**config.mk**
```make
export PLATFORM = sky130hd
export DESIGN_NAME = fc_argmax
export DESIGN_NICKNAME = d
export VERILOG_FILES = /design/src/rtl/fc_argmax.sv
export SDC_FILE = /design/constraint.sdc
export NUM_CORES = 1
export LEC_CHECK = 0
export BUFFER_PORTS_ARGS = -buffer_cell sky130_fd_sc_hd__buf_2
export CORE_UTILIZATION = 30
export DETAILED_ROUTE_END_ITERATION = 6
export PLACE_DENSITY = 0.55
export SYNTH_ARGS = -nofsm -noshare
export SYNTH_HDL_FRONTEND = slang
export SYNTH_SLANG_ARGS = --single-unit
```
**constraint.sdc**
```tcl
create_clock -name clk -period 3.3 [get_ports clk]
set_clock_uncertainty 0.2 [all_clocks]
set_input_delay 0.495 -clock clk [delete_from_list [all_inputs] [get_ports clk]]
set_output_delay 0.495 -clock clk [all_outputs]
set_load 0.01 [all_outputs]
```
**src/rtl/fc_argmax.sv**
```systemverilog
// Running argmax over a frame of BATCH float32 class scores; emits winning index and score.
// Optional FC_ARGMAX_TIMEOUT_EN adds an idle-gap watchdog that drops partial frames and pulses err.
module fc_argmax #(
  parameter int unsigned BIT     = 32,
  parameter int unsigned BATCH   = 7,
  parameter int unsigned IDX_W   = 3,
  parameter int unsigned TIMEOUT = 64
) (
  input  logic             clk,
  input  logic             rst,
  input  logic             valid_in,
  input  logic [BIT-1:0]   data_in,
  output logic [IDX_W-1:0] class_out,
  output logic [BIT-1:0]   max_out,
  output logic             done,
  output logic             busy
`ifdef FC_ARGMAX_TIMEOUT_EN
  ,
  output logic             err
`endif
);

  localparam int unsigned EXP_W = 8;
  localparam int unsigned MAN_W = 23;
  localparam logic [IDX_W-1:0] LAST_IDX = IDX_W'(BATCH - 1);

  if (BIT != 32 || BATCH < 2 || (1 << IDX_W) < BATCH || TIMEOUT < 1) begin : g_bad_param
    $error("fc_argmax: unsupported parameter set");
  end

  typedef enum logic {
    S_IDLE,
    S_ACCUM
  } state_t;

  // Float32 strict greater-than; NaN ranks below every value, +0 equals -0.
  function automatic logic f_gt(input logic [BIT-1:0] a, input logic [BIT-1:0] b);
    logic a_nan;
    logic b_nan;
    a_nan = (a[BIT-2 -: EXP_W] == '1) && (a[MAN_W-1:0] != '0);
    b_nan = (b[BIT-2 -: EXP_W] == '1) && (b[MAN_W-1:0] != '0);
    if (a_nan) return 1'b0;
    if (b_nan) return 1'b1;
    if (a[BIT-1] != b[BIT-1])
      return !a[BIT-1] && ((a[BIT-2:0] != '0) || (b[BIT-2:0] != '0));
    if (!a[BIT-1]) return a[BIT-2:0] > b[BIT-2:0];
    return a[BIT-2:0] < b[BIT-2:0];
  endfunction

  state_t           r_state,     w_state_nx;
  logic [IDX_W-1:0] r_cnt,       w_cnt_nx;
  logic [BIT-1:0]   r_best_val,  w_best_val_nx;
  logic [IDX_W-1:0] r_best_idx,  w_best_idx_nx;
  logic [IDX_W-1:0] r_class_out, w_class_out_nx;
  logic [BIT-1:0]   r_max_out,   w_max_out_nx;
  logic             r_done,      w_done_nx;
  logic             w_gt;

`ifdef FC_ARGMAX_TIMEOUT_EN
  localparam int unsigned GAP_W = $clog2(TIMEOUT + 1);
  logic [GAP_W-1:0] r_gap, w_gap_nx;
  logic             r_err, w_err_nx;
  assign err = r_err;
`endif

  assign w_gt      = f_gt(data_in, r_best_val);
  assign class_out = r_class_out;
  assign max_out   = r_max_out;
  assign done      = r_done;
  assign busy      = (r_state == S_ACCUM);

  // State register.
  always_ff @(posedge clk) begin
    if (rst) begin
      r_state     <= S_IDLE;
      r_cnt       <= '0;
      r_best_val  <= '0;
      r_best_idx  <= '0;
      r_class_out <= '0;
      r_max_out   <= '0;
      r_done      <= 1'b0;
`ifdef FC_ARGMAX_TIMEOUT_EN
      r_gap       <= '0;
      r_err       <= 1'b0;
`endif
    end else begin
      r_state     <= w_state_nx;
      r_cnt       <= w_cnt_nx;
      r_best_val  <= w_best_val_nx;
      r_best_idx  <= w_best_idx_nx;
      r_class_out <= w_class_out_nx;
      r_max_out   <= w_max_out_nx;
      r_done      <= w_done_nx;
`ifdef FC_ARGMAX_TIMEOUT_EN
      r_gap       <= w_gap_nx;
      r_err       <= w_err_nx;
`endif
    end
  end

  // Next-state and output logic.
  always_comb begin
    w_state_nx     = r_state;
    w_cnt_nx       = r_cnt;
    w_best_val_nx  = r_best_val;
    w_best_idx_nx  = r_best_idx;
    w_class_out_nx = r_class_out;
    w_max_out_nx   = r_max_out;
    w_done_nx      = 1'b0;
`ifdef FC_ARGMAX_TIMEOUT_EN
    w_gap_nx       = '0;
    w_err_nx       = 1'b0;
`endif
    case (r_state)
      S_IDLE: begin
        if (valid_in) begin
          w_best_val_nx = data_in;
          w_best_idx_nx = '0;
          w_cnt_nx      = IDX_W'(1);
          w_state_nx    = S_ACCUM;
        end
      end
      S_ACCUM: begin
        if (valid_in) begin
          if (w_gt) begin
            w_best_val_nx = data_in;
            w_best_idx_nx = r_cnt;
          end
          if (r_cnt == LAST_IDX) begin
            w_class_out_nx = w_gt ? r_cnt : r_best_idx;
            w_max_out_nx   = w_gt ? data_in : r_best_val;
            w_done_nx      = 1'b1;
            w_cnt_nx       = '0;
            w_state_nx     = S_IDLE;
          end else begin
            w_cnt_nx = r_cnt + IDX_W'(1);
          end
        end else begin
`ifdef FC_ARGMAX_TIMEOUT_EN
          if (r_gap == GAP_W'(TIMEOUT - 1)) begin
            w_err_nx   = 1'b1;
            w_cnt_nx   = '0;
            w_state_nx = S_IDLE;
          end else begin
            w_gap_nx = r_gap + GAP_W'(1);
          end
`endif
        end
      end
      default: w_state_nx = S_IDLE;
    endcase
  end

endmodule

```
==> metrics.txt <==
status finished clean; RD Place Congestion around 0.82; endpoints failing hold 0; Slew Limit Fails 0; DRC 0; Die X ~120 µm; PwrDens 448 nW/µm²; Setup CP Type reg -> reg; switch share 0.293; Max-slew headroom 0.647; sequential power share 0.408; Static Leakage between 0.002 and 0.0025 µW; vias in the first global route roughly 3500; Data required, critical path between 3 and 4 ns; Post-Synth Simple-Gate Area 0.165; H-tree depth 3; Fin Hold WS ~0.26 ns; main combinational cell family by area after synthesis simple AND/OR/NAND/NOR gates; Post-Syn Instances 455; xor/xnor share of the synthesized area 0; CTS tree built; Max Fclk approximately 320 MHz; Post-synth EDFFs 0; sw power between 600 and 700 µW; I/O pin total about 70; Distinct cells, synth 44; final setup vio count 0; Max VDD drop approximately 270 µV; Synth Flop Type dfxtp_1; crit-path max FO 19; Sink Count 75; Routed WL per cell approximately 15 µm; clock share of power 0.400; clock-pin slew on the worst setup and hold paths approximately 0.070 ns; cell chain of the critical path inv_1, ha_1, and4_1, a221oi_2, a2111oi_4, o211ai_1, buf_4, and2_4, mux2i_1, a211oi_1; die height 119 µm; pin count of the biggest net entering global routing 52; drt pass-1 iters 4; delay-heaviest family, CP compound AO/OA/AOI/OAI gates; first-pass GRT wire length roughly 17 mm; Critical Path End Type flip-flop; DRT iter0 DRCs around 150; RSZ-0062 raised after global routing no; max-cap violations 0; Fillers ~1400; Area contributors post-synth dfxtp_1 (37%), mux2i_1 (15%), ha_1 (9.5%); largest area contributor in the netlist dfxtp_1; Int Pwr 1680 µW; final cell count without fillers ~750; compound-cell area share of the yosys netlist 0.145; number of CTS-inserted buffers 9; CTS Root Cell clkbuf_16; via count 3709; Starting Density 0.309; total core area about 13000 µm²; Seq/Total Area, Yosys 0.367; dpl cells between 700 and 800; Design Area, Final roughly 5300 µm²; most frequent cells in the layout nor2_1 (78), dfxtp_1 (72), buf_2 (71); Crit-path slowest cell a221oi_2; Syn Std Cell Area roughly 4100 µm²; clock tree buffer depth 2; # diodes 0; Routed Antenna Nets 0; crit start category flip-flop; worst slew pin tran 0.530 ns; Skew-Pair Late Insertion Delay 0.35 ns; Arrival @ worst endpoint between 3 and 4 ns; Crit path largest cell delay between 0.4 and 0.5 ns; Cell Rows 42; Tot GR Track Use 0.155; PnR worst setup slack about 0.17 ns; Placement Setup Slack -0.250 ns; Gate power share 0.192; I/O Buffers 71; dpl cell area slightly below 5000 µm²; Final min period approximately 3.1 ns; Synth-to-Final Area Change 29.7%; initial antenna violation count 0; most common cell after layout, fill and taps aside nor2_1; fin crit share 0.948; grt ovf 0; Buf/Inv on CP 2; mux cell area share after synthesis 0.152; yosys warns 0; min-delay worst type reg -> reg; Adder-Cell Fraction of Synth Area 0.0949; post-DP HPWL 7.86 mm; FFs w/ async S/R, synth 0; Mean Syn Cell Area between 8 and 9 µm²; die area 14100 µm²; syn nets 521; vias per cell roughly 5.0; nets@finish 632; layout cells sized above 1 0.275; WL final 11.0 mm; top cell type's share of synthesized area 0.367; #FFs+latches synth 75
cells in the mapped netlist, types with 5 or more instances:
| cell type | instances |
|---|---|
| ha_1 | 31 |
| nor2_1 | 78 |
| mux2i_1 | 62 |
| nor4_1 | 14 |
| nor3_1 | 6 |
| nand2_1 | 15 |
| inv_1 | 38 |
| o21ai_0 | 5 |
| a21oi_1 | 14 |
| nand4_1 | 14 |
| a211oi_1 | 33 |
| nand3_1 | 6 |
| dfxtp_1 | 75 |
| clkbuf_1 | 18 |
per-layer routing:
| metal | vias up | GRT usage | part of all wire |
|---|---|---|---|
| met5 | - | 0 | 0 |
| met4 | 0 | 0.0617 | 0.022 |
| met3 | 24 | 0.0376 | 0.048 |
| met2 | 84 | 0.246 | 0.46 |
| met1 | 1735 | 0.202 | 0.47 |
| li1 | 1866 | - | - |
power by group through the flow:
stage          clock [µW]  combinational (µW)  sequential, µW
4_1_cts               970                 421             967
3_5_place_dp            0                 415             987
2_1_floorplan           0                 292             978
3_3_place_gp            0                 406             986
5_1_grt              1010                 505             973
6_report              949                 457             968
path summary, 6_finish.rpt:
| check | startpoint | to | slack (ns) | cells after the start |
|---|---|---|---|---|
| min | max_out[27] | max_out[27] | 0.26 | 1 |
| min reg2reg | max_out[27] | max_out[27] | 0.26 | 1 |
| max reg2reg | r_best_val[13] | max_out[10] | 0.17 | 10 |
| max | r_best_val[13] | max_out[10] | 0.17 | 10 |
per-stage QoR:
step | power [µW] | utilization | setup TNS (ns)
after CTS | 2360 | 0.390 | 0
after global placement | 1390 | 0.368 | -6.64
final | 2370 | 0.400 | 0
after global routing | 2490 | 0.400 | 0
after detailed placement | 1400 | 0.368 | -11.05
after floorplan | 1270 | - | 0
cell families (layout without fill, tap and decap cells):
kind of cell	after synthesis	count (layout)
AND/OR/NAND/NOR	145	146
flip-flops	75	75
multiplexers	62	62
AO/OA/AOI/OAI	79	79
adder cells (fa/ha/maj)	31	31
buffers and inverters	63	178
registers in the layout, indices dropped and copies added (netlist names):
signal and cells:
r_best_val 32, done 1, max_out 32, r_best_idx 3
class_out 3, r_cnt 3, busy 1
layout make-up:
| class | count | area (µm²) | area share |
|---|---|---|---|
| Multi-Input combinational cell | 318 | 2330 | 0.439 |
| Sequential cell | 75 | 1510 | 0.284 |
| Timing Repair Buffer | 124 | 821 | 0.155 |
| Clock buffer | 9 | 225 | 0.0425 |
| Tap cell | 176 | 220 | 0.0415 |
| Inverter | 38 | 143 | 0.0269 |
| Clock inverter | 7 | 58.8 | 0.0111 |
repair_timing:
action                                  4_1_cts  5_1_grt
hold buffers                                  0        0
resized for setup                             2        8
gates cloned                                  0        2
pin swaps                                     1        4
setup buffers                                 0        5
endpoints found under the setup margin       32       68
Power figures use the tool's default switching activity.
